File: src/rtl/bram_read_sequencer_pkg.sv
// Shared definitions for the BRAM read sequencer.
//   clog2        - ceiling log2 used to size address, count and pointer fields
//   rd_seq_state - controller state encoding
//   fifo_depth   - skid FIFO depth for a given RAM read latency
package bram_read_sequencer_pkg;

    function automatic int unsigned clog2(input int unsigned value);
        int unsigned v;
        int unsigned r;
        v = (value > 0) ? value - 1 : 0;
        r = 0;
        while (v > 0) begin
            v = v >> 1;
            r++;
        end
        return r;
    endfunction

    typedef enum logic [1:0] {
        IDLE,
        READ,
        DRAIN,
        FINISH
    } rd_seq_state_t;

    localparam int unsigned C_RD_LATENCY_DEFAULT = 3;

    // Enough slots for every read in flight plus two words parked at the output.
    localparam int unsigned C_FIFO_DEPTH = C_RD_LATENCY_DEFAULT + 2;

    function automatic int unsigned fifo_depth(input int unsigned rd_latency);
        return rd_latency + 2;
    endfunction

endpackage

File: src/rtl/rd_seq_skid_fifo.sv
// Synchronous FIFO with register-held head word and an occupancy count.
// Ports:
//   clk, rst    - clock, asynchronous active-high reset (clears storage too)
//   push        - write push_data (caller guarantees no overflow)
//   push_data   - word to store
//   pop         - consume the head word (ignored when empty)
//   head_data   - current head word, stable until popped
//   head_valid  - FIFO not empty
//   count       - number of stored words
module rd_seq_skid_fifo
    import bram_read_sequencer_pkg::*;
#(
    parameter int unsigned WIDTH = 33,
    parameter int unsigned DEPTH = 5
) (
    input  logic                         clk,
    input  logic                         rst,
    input  logic                         push,
    input  logic [WIDTH-1:0]             push_data,
    input  logic                         pop,
    output logic [WIDTH-1:0]             head_data,
    output logic                         head_valid,
    output logic [clog2(DEPTH+1)-1:0]    count
);

    localparam int unsigned PW = clog2(DEPTH);
    localparam int unsigned CW = clog2(DEPTH + 1);

    logic [WIDTH-1:0] mem [DEPTH];
    logic [PW-1:0]    wr_ptr;
    logic [PW-1:0]    rd_ptr;
    logic             do_pop;

    function automatic logic [PW-1:0] ptr_inc(input logic [PW-1:0] p);
        return (p == PW'(DEPTH - 1)) ? '0 : p + PW'(1);
    endfunction

    assign head_valid = (count != '0);
    assign do_pop     = pop && head_valid;
    assign head_data  = mem[rd_ptr];

    always_ff @(posedge clk or posedge rst) begin
        if (rst) begin
            for (int i = 0; i < int'(DEPTH); i++) begin
                mem[i] <= '0;
            end
            wr_ptr <= '0;
            rd_ptr <= '0;
            count  <= '0;
        end else begin
            if (push) begin
                mem[wr_ptr] <= push_data;
                wr_ptr      <= ptr_inc(wr_ptr);
            end
            if (do_pop) begin
                rd_ptr <= ptr_inc(rd_ptr);
            end
            case ({push, do_pop})
                2'b10:   count <= count + CW'(1);
                2'b01:   count <= count - CW'(1);
                default: count <= count;
            endcase
        end
    end

endmodule

File: src/rtl/bram_read_sequencer.sv
// Read-side controller for a simple dual-port BRAM. Takes a (start address,
// word count) command, drives the RAM read port and returns the words as a
// valid/ready stream, absorbing the fixed RAM latency with a credit-limited
// skid FIFO.
// Ports:
//   clk, rst                     - clock, asynchronous active-high reset
//   cmd_valid/cmd_ready          - command handshake (ready only in IDLE)
//   cmd_addr, cmd_count          - start address, words to read (0..depth)
//   rdAddr, rden, rd_mode        - RAM read port (rd_mode tied to 1)
//   ram_dout                     - RAM read data
//   m_valid/m_ready/m_data/m_last- output stream, m_last on final word
//   busy                         - state is not IDLE
//   done                         - one-cycle completion pulse
// Optional: define RD_SEQ_STALL_CNT_EN to add stall_cnt, a saturating count of
// cycles with m_valid && !m_ready, cleared on command accept.
module bram_read_sequencer
    import bram_read_sequencer_pkg::*;
#(
    parameter int unsigned C_RAM_RD_WIDTH = 32,
    parameter int unsigned C_RAM_RD_DEPTH = 512,
    parameter int unsigned C_RD_LATENCY   = C_RD_LATENCY_DEFAULT
) (
    input  logic                              clk,
    input  logic                              rst,
    input  logic                              cmd_valid,
    output logic                              cmd_ready,
    input  logic [clog2(C_RAM_RD_DEPTH)-1:0]  cmd_addr,
    input  logic [clog2(C_RAM_RD_DEPTH):0]    cmd_count,
    output logic [clog2(C_RAM_RD_DEPTH)-1:0]  rdAddr,
    output logic                              rden,
    output logic                              rd_mode,
    input  logic [C_RAM_RD_WIDTH-1:0]         ram_dout,
    output logic                              m_valid,
    input  logic                              m_ready,
    output logic [C_RAM_RD_WIDTH-1:0]         m_data,
    output logic                              m_last,
    output logic                              busy,
    output logic                              done
`ifdef RD_SEQ_STALL_CNT_EN
    ,
    output logic [31:0]                       stall_cnt
`endif
);

    localparam int unsigned AW         = clog2(C_RAM_RD_DEPTH);
    localparam int unsigned CW         = AW + 1;
    localparam int unsigned FIFO_DEPTH = fifo_depth(C_RD_LATENCY);
    localparam int unsigned FCW        = clog2(FIFO_DEPTH + 1);

    rd_seq_state_t             state;
    logic [CW-1:0]             remaining;
    logic [C_RD_LATENCY-1:0]   tag_vld;
    logic [C_RD_LATENCY-1:0]   tag_last;
    logic [FCW-1:0]            fifo_count;
    logic [31:0]               inflight;
    logic [31:0]               occupancy;
    logic                      issue;
    logic                      pop;
    logic [C_RAM_RD_WIDTH:0]   head_data;

    assign rd_mode = 1'b1;

    // Credit check: every word already in the FIFO or still in the RAM
    // pipeline owns a slot, so the FIFO can never overflow. Same-cycle pops
    // are deliberately not credited to keep this path short.
    always_comb begin
        inflight = '0;
        for (int i = 0; i < int'(C_RD_LATENCY); i++) begin
            inflight = inflight + 32'(tag_vld[i]);
        end
        occupancy = 32'(fifo_count) + inflight;
        issue     = (state == READ) && (occupancy < FIFO_DEPTH);
    end

    assign pop    = m_valid && m_ready;
    assign m_data = head_data[C_RAM_RD_WIDTH-1:0];
    assign m_last = m_valid && head_data[C_RAM_RD_WIDTH];
    assign done   = (state == FINISH) || (pop && m_last);

    // Tag pipeline mirrors the RAM latency; only tagged ram_dout is kept.
    always_ff @(posedge clk or posedge rst) begin
        if (rst) begin
            tag_vld  <= '0;
            tag_last <= '0;
        end else begin
            tag_vld[0]  <= issue;
            tag_last[0] <= issue && (remaining == CW'(1));
            for (int i = 1; i < int'(C_RD_LATENCY); i++) begin
                tag_vld[i]  <= tag_vld[i-1];
                tag_last[i] <= tag_last[i-1];
            end
        end
    end

    always_ff @(posedge clk or posedge rst) begin
        if (rst) begin
            state     <= IDLE;
            remaining <= '0;
            rdAddr    <= '0;
            rden      <= 1'b0;
            cmd_ready <= 1'b1;
            busy      <= 1'b0;
        end else begin
            case (state)
                IDLE: begin
                    if (cmd_valid) begin
                        rdAddr    <= cmd_addr;
                        remaining <= cmd_count;
                        cmd_ready <= 1'b0;
                        busy      <= 1'b1;
                        if (cmd_count != '0) begin
                            state <= READ;
                            rden  <= 1'b1;
                        end else begin
                            state <= FINISH;
                        end
                    end
                end
                READ: begin
                    if (issue) begin
                        rdAddr    <= rdAddr + AW'(1);
                        remaining <= remaining - CW'(1);
                        if (remaining == CW'(1)) begin
                            state <= DRAIN;
                        end
                    end
                end
                DRAIN: begin
                    if (pop && m_last) begin
                        state     <= IDLE;
                        rden      <= 1'b0;
                        cmd_ready <= 1'b1;
                        busy      <= 1'b0;
                    end
                end
                FINISH: begin
                    state     <= IDLE;
                    cmd_ready <= 1'b1;
                    busy      <= 1'b0;
                end
                default: state <= IDLE;
            endcase
        end
    end

    rd_seq_skid_fifo #(
        .WIDTH (C_RAM_RD_WIDTH + 1),
        .DEPTH (FIFO_DEPTH)
    ) u_skid_fifo (
        .clk        (clk),
        .rst        (rst),
        .push       (tag_vld[C_RD_LATENCY-1]),
        .push_data  ({tag_last[C_RD_LATENCY-1], ram_dout}),
        .pop        (pop),
        .head_data  (head_data),
        .head_valid (m_valid),
        .count      (fifo_count)
    );

`ifdef RD_SEQ_STALL_CNT_EN
    always_ff @(posedge clk or posedge rst) begin
        if (rst) begin
            stall_cnt <= '0;
        end else if (cmd_valid && cmd_ready) begin
            stall_cnt <= '0;
        end else if (m_valid && !m_ready && (stall_cnt != '1)) begin
            stall_cnt <= stall_cnt + 32'd1;
        end
    end
`endif

endmodule

File: config.mk
export PLATFORM = sky130hd
export DESIGN_NAME = bram_read_sequencer
export DESIGN_NICKNAME = d
export VERILOG_FILES = /design/src/rtl/bram_read_sequencer_pkg.sv /design/src/rtl/rd_seq_skid_fifo.sv /design/src/rtl/bram_read_sequencer.sv
export SDC_FILE = /design/constraint.sdc
export NUM_CORES = 1
export LEC_CHECK = 0
export CAP_MARGIN = 40
export CELL_PAD_IN_SITES_DETAIL_PLACEMENT = 0
export CELL_PAD_IN_SITES_GLOBAL_PLACEMENT = 1
export CORE_ASPECT_RATIO = 1.75
export CORE_MARGIN = 2
export CORE_UTILIZATION = 45
export DETAILED_ROUTE_END_ITERATION = 8
export GPL_TIMING_DRIVEN = 1
export PLACE_DENSITY = 0.86
export SYNTH_ARGS = -nofsm -noshare
export SYNTH_HDL_FRONTEND = slang
export SYNTH_HIERARCHICAL = 1
export SYNTH_SLANG_ARGS = --single-unit
File: constraint.sdc
create_clock -name clk -period 7.96 [get_ports clk]
set_input_delay 1.592 -clock clk [delete_from_list [all_inputs] [get_ports clk]]
set_output_delay 1.592 -clock clk [all_outputs]
set_load 0.005 [all_outputs]
# After elaboration in Yosys (flattened, before gate mapping)
# Cells that the tools add are included.
dict set report classes {
  mux 30
  add_sub_neg 9
  n_bitwise 2
  n_eq_ne 13
  reduce_logical 19
  order_cmp 4
}
# op n
set ops {}
lappend ops {{165-bit bitwise mux} 1}
lappend ops {{33-bit binary-select mux with 3-bit select} 1}
lappend ops {{33-bit demux with 3-bit select} 1}
lappend ops {{33-bit 2-to-1 mux} 3}
lappend ops {{10-bit 2-to-1 mux} 2}
lappend ops {{10-bit one-hot mux with 2 select lines} 1}
lappend ops {{9-bit 2-to-1 mux} 2}
lappend ops {{9-bit one-hot mux with 2 select lines} 1}
lappend ops {{10-bit by 1-bit equality test with 1-bit output (second input constant)} 1}
lappend ops {{2-bit 2-to-1 mux} 5}
lappend ops {{10-bit nonzero test} 1}
lappend ops {{10-bit by 1-bit subtractor with 10-bit output (second input constant)} 1}
lappend ops {{3-bit by 1-bit adder with 3-bit output (second input constant)} 3}
lappend ops {{9-bit by 1-bit adder with 9-bit output (second input constant)} 1}
lappend ops {{4-bit >= comparator (second input constant)} 2}
lappend ops {{2-bit inequality test (second input constant)} 4}
lappend ops {{3-bit inverter with 4-bit output} 2}
lappend ops {{2-bit one-hot mux with 4 select lines} 1}
lappend ops {{4-bit AND reduction} 2}
lappend ops {{1-bit logical AND} 7}
lappend ops {{2-bit equality test (second input constant)} 3}
lappend ops {{3-bit equality test (second input constant)} 2}
lappend ops {{1-bit 2-to-1 mux} 6}
lappend ops {{3-bit 2-to-1 mux} 2}
lappend ops {{other kinds (16)} 22}
dict set report word_totals {
  register_bits 204
  in_bits 55
  wordCells 93
}

# Longest topological paths before layout
dict set report logic_depth {
  ltp_word 8
  depth_mapped 9
}

# Modules after synthesis
# Netlist, hierarchy kept.
# module area_per_inst_um2 instances cells_per_inst
set modules_own_cells {}
lappend modules_own_cells {rd_seq_skid_fifo 7955.1 1 553}
lappend modules_own_cells {bram_read_sequencer 1869.3 1 200}

# Worst setup path after synthesis
# No wires, ideal clock.
dict set report synth_timing {
  kind {input-to-output}
  from {input port m_ready}
  to {output port done}
  arrival_ns 1.931
  setup_slack_ns 4.437
  path_stages 2
  path_cell_list {and2_1 > a22o_1}
}
dict set report synth_between {
  elab_chain_cells 3
}
# element line_no
set synth_rtl {}
lappend synth_rtl {{from (decl)} bram_read_sequencer.sv:34} ;# input logic m_ready,
lappend synth_rtl {{1-bit logical AND} bram_read_sequencer.sv:75} ;# assign pop = m_valid && m_ready;
lappend synth_rtl {{1-bit logical AND} bram_read_sequencer.sv:78} ;# assign done = (state == FINISH) || (pop && m_last);
lappend synth_rtl {{1-bit logical OR} bram_read_sequencer.sv:78}
lappend synth_rtl {{to (decl)} bram_read_sequencer.sv:38} ;# output logic done
# No other way between the ends.

# Final worst setup path
dict set report layout_timing {
  from {register u_skid_fifo.rd_ptr[0]}
  to {output port done}
}
dict set report layout_between {
  elab_chain_cells 7
}
# element line_no
set layout_rtl {}
lappend layout_rtl {{from (decl)} rd_seq_skid_fifo.sv:31} ;# logic [PW-1:0] rd_ptr;
lappend layout_rtl {{from (signal assigned)} rd_seq_skid_fifo.sv:56} ;# rd_ptr <= ptr_inc(rd_ptr);
lappend layout_rtl {{3-bit inverter with 4-bit output (not written as such)} rd_seq_skid_fifo.sv:40} ;# assign head_data = mem[rd_ptr];
lappend layout_rtl {{33-bit binary-select mux with 3-bit select} rd_seq_skid_fifo.sv:40}
lappend layout_rtl {{33-bit 2-to-1 mux (not written as such) (2 in a row)} rd_seq_skid_fifo.sv:40}
lappend layout_rtl {{named net head_data[32]} bram_read_sequencer.sv:59} ;# logic [C_RAM_RD_WIDTH:0] head_data;
lappend layout_rtl {{1-bit logical AND} bram_read_sequencer.sv:77} ;# assign m_last = m_valid && head_data[C_RAM_RD_WIDTH];
lappend layout_rtl {{1-bit logical AND} bram_read_sequencer.sv:78}
lappend layout_rtl {{1-bit logical OR} bram_read_sequencer.sv:78}
# The timed path passes the listed nets, and every way through them passes these cells. The select of a mux whose other input is x is not followed.

==> flow_summary.yaml <==
outcome:
  status: "finished, final reports clean"
sta:
  setup_viol: 0
  finalMaxSlewViolations: 0
  worst_pin_slew_ns: 0.9050
  finalSetupTns_ns: 0
  fmax_mhz: 215.3
  rsz0062_at_grt: "no"
  max-slew-margin-rel_pct: 39.67
  final.period_utilization_pct: 58.36
  finalHoldViolCount: 0
  skew_ns: 0.01488
  period_needed_ns: 4.646
  hold_ws_ns: 0.3563
cells_and_area:
  stdcell_area_sq_um: 11740
  multiInputGateArea_sq_um: 4337
  nets: 912
  final_layout_size_suffix_gt1_share_pct: 29.99
  diodes: 0
  seqCellArea_sq_um: 5110
  fillCellCount: 1846
  area_growth_pct: 19.51
synth:
  synthArstFlopShare_pct: 100.0
  synth-seq-cells: 204
  synth_edf_count: 0
  synth_area_leaders: "dfrtp_1 (52%), mux2_2 (22%), mux2i_1 (3.5%)"
  ys_warn_count: 6
  syn_nets: 821
  synth_cell_type_count: 61
  synth.most_common_cell: "dfrtp_1"
  syn_inst: 753
  synth_ff_type: "dfrtp_1"
  syn-cell-area_sq_um: 9824
  ys_seq_area_share_pct: 51.97
  yosysTopAreaCell: "dfrtp_1"
  netlist.area_leader.share_pct: 51.71
  syn_avg_cell_area_sq_um: 13.05
  synth_common_cells: "dfrtp_1 (203), mux2_2 (191), nor2_1 (43)"
clock_network:
  cts_sinks: 204
  cts_max_path_buffers: 3
  h-tree-depth: 1
  cts_buffers: 20
  post_cts_buffers: 0
  clk_pin_slew_worst_paths_ns: 0.06
  cts_tree: "yes"
  worst_skew_pair.late_latency_ns: 0.49
  cts_root_buf: "clkbuf_16"
  cts-resized-gates: 0
  hold_buffers: 0
die:
  row_count: 71
  num_io_pins: 103
  core_sq_um: 21500
  fp.dieW_um: 115.7
  dieArea_sq_um: 23080
  start_util_pct: 45.70
  die_y_um: 199.5
setup_path:
  worstSetupPathType: "reg2out"
  crit_family: "buffers and inverters"
  slowest_delay_ns: 0.44
  crit_slowest_cell: "clkdlybuf4s50_1"
  critPathRequiredTime_ns: 6.37
  end_kind: "output port"
  crit_arrival_ns: 3.05
  cp-start-kind: "register"
  cp_max_fo: 40
  path_buf_inv: 3
  worstPathCellList: "buf_4 -> buf_16 -> mux2_2 -> a221o_1 -> a22o_1 -> clkdlybuf4s50_1"
  timing.rr.start: "u_skid_fifo/count[0]"
  worstSetupStartpoint: "u_skid_fifo/rd_ptr[0]"
route:
  postRouteAntennaNets: 0
  wl_per_cell_um: 18.70
  route.detailed.drc: 0
  drt-total-wl_mm: 21.49
  vias: 6453
  drtIter0Drc: 392
  vias_per_cell: 5.616
  dr.pass1.iters: 4
pwr:
  power_density_nw_per_um2: 450.9
  max-vdd-ir-drop_mv: 0.2681
  leakage_nw: 4.912
global_routing:
  grt_util_all_layers_pct: 19.12
  antenna_found_initial: 0
  first_global_vias: 6758
  grt_overflow: 0
  grt_max_degree: 94
  grt_first_pass_wirelength_mm: 35.14
placement:
  gp_congestion: 0.8635
  hpwlAfterDp_mm: 14.17
  port-buffer-count: 101
  placed_area_sq_um: 11130
worst_hold_path:
  worstHoldStart: "tag_last[0]"
  hold_path_class: "reg2reg"
flow_run:
  cap_violations: 0
==> final timing paths <==
path                                        endpoint  slack [ns]  cells after the start
worst max-delay path                            done        3.31                      6
min in group asynchronous                       rden        1.62                      3
worst min register to register           tag_last[1]        0.36                      0
max in group asynchronous       u_skid_fifo/mem[154]        5.09                      4
worst max register to register             rdAddr[7]        4.63                      8
worst min-delay path                     tag_last[1]        0.36                      0
==> worst register-to-register path: stages, from the launching register on <==
cell	delay, ns
dfrtp_1	0.47
fa_1	0.52
ha_1	0.17
inv_1	0.06
fa_1	0.41
xnor2_1	0.19
a221oi_1	0.73
o21ai_2	0.31
a211o_1	0.36
==> area by class of cell <==
type	instances	area share, %
multi-input combinational	479	36.94
clock buffer	27	4.753
inverter	23	0.7779
timing repair buffer	116	10.46
clock inverter	8	0.4369
tap	292	3.112
sequential	204	43.52
==> metrics by stage <==
step | std cells | util (%) | setup slack, ns | total power, mW
CTS | 1149 | 54.62 | 3.291 | 5.352
global placement | 1106 | 51.01 | 3.536 | 4.332
detailed placement | 1114 | 51.78 | 3.545 | 4.447
floorplan | 753 | - | 1.651 | 3.579
finish | 1149 | 54.62 | 3.314 | 5.294
global route | 1149 | 54.62 | 3.202 | 5.666
==> placed cells by master (no fill, tap or decap), types with 6 or more instances in the layout <==
| cell | count |
|---|---|
| mux2_1 | 8 |
| dfrtp_1 | 202 |
| ha_1 | 10 |
| mux2_2 | 191 |
| buf_4 | 8 |
| o21ai_0 | 20 |
| inv_1 | 20 |
| nand2_1 | 14 |
| a21oi_1 | 14 |
| clkbuf_16 | 21 |
| nand3_1 | 6 |
| a22o_1 | 7 |
| mux2i_1 | 34 |
| nor2b_1 | 6 |
| o22ai_1 | 8 |
| nor2_1 | 42 |
| clkdlybuf4s50_1 | 101 |
| a221o_1 | 32 |
| nor4_1 | 6 |
==> registers in the layout, summed over array words and instances (netlist names) <==
signal,flops
u_skid_fifo/count,3
tag_vld,3
state,2
u_skid_fifo/mem,165
rdAddr,9
busy,1
cmd_ready,1
tag_last,3
remaining,10
u_skid_fifo/rd_ptr,3
u_skid_fifo/wr_ptr,3
rden,1
==> cells by family (layout without fill, tap and decap cells) <==
group           count (synthesis)  count (layout)  synth area share (%)
compound gates                120             120                 9.590
simple gates                  106             106                 5.489
buf+inv                        70             174                 4.075
xor+xnor                        5               5                0.4458
flops                         204             204                 51.97
fa+ha+maj                      13              13                 1.885
mux                           234             234                 26.50
other cells                     1               1               0.03817
==> layer usage <==
layer  GRT usage (%)  share of wire (%)
met4           5.379                2.2
met2           35.26                 54
met5               0                  0
met3           2.821                4.2
met1           22.84                 40
==> report_power, final <==
group	total [mW]	leakage [nW]	internal, mW	switching, mW
clock network	0.882	0.292	0.495	0.387
logic	2.55	2.17	1.42	1.13
registers	1.86	2.45	1.55	0.316
Note: power is estimated with default switching activity, not from simulation.
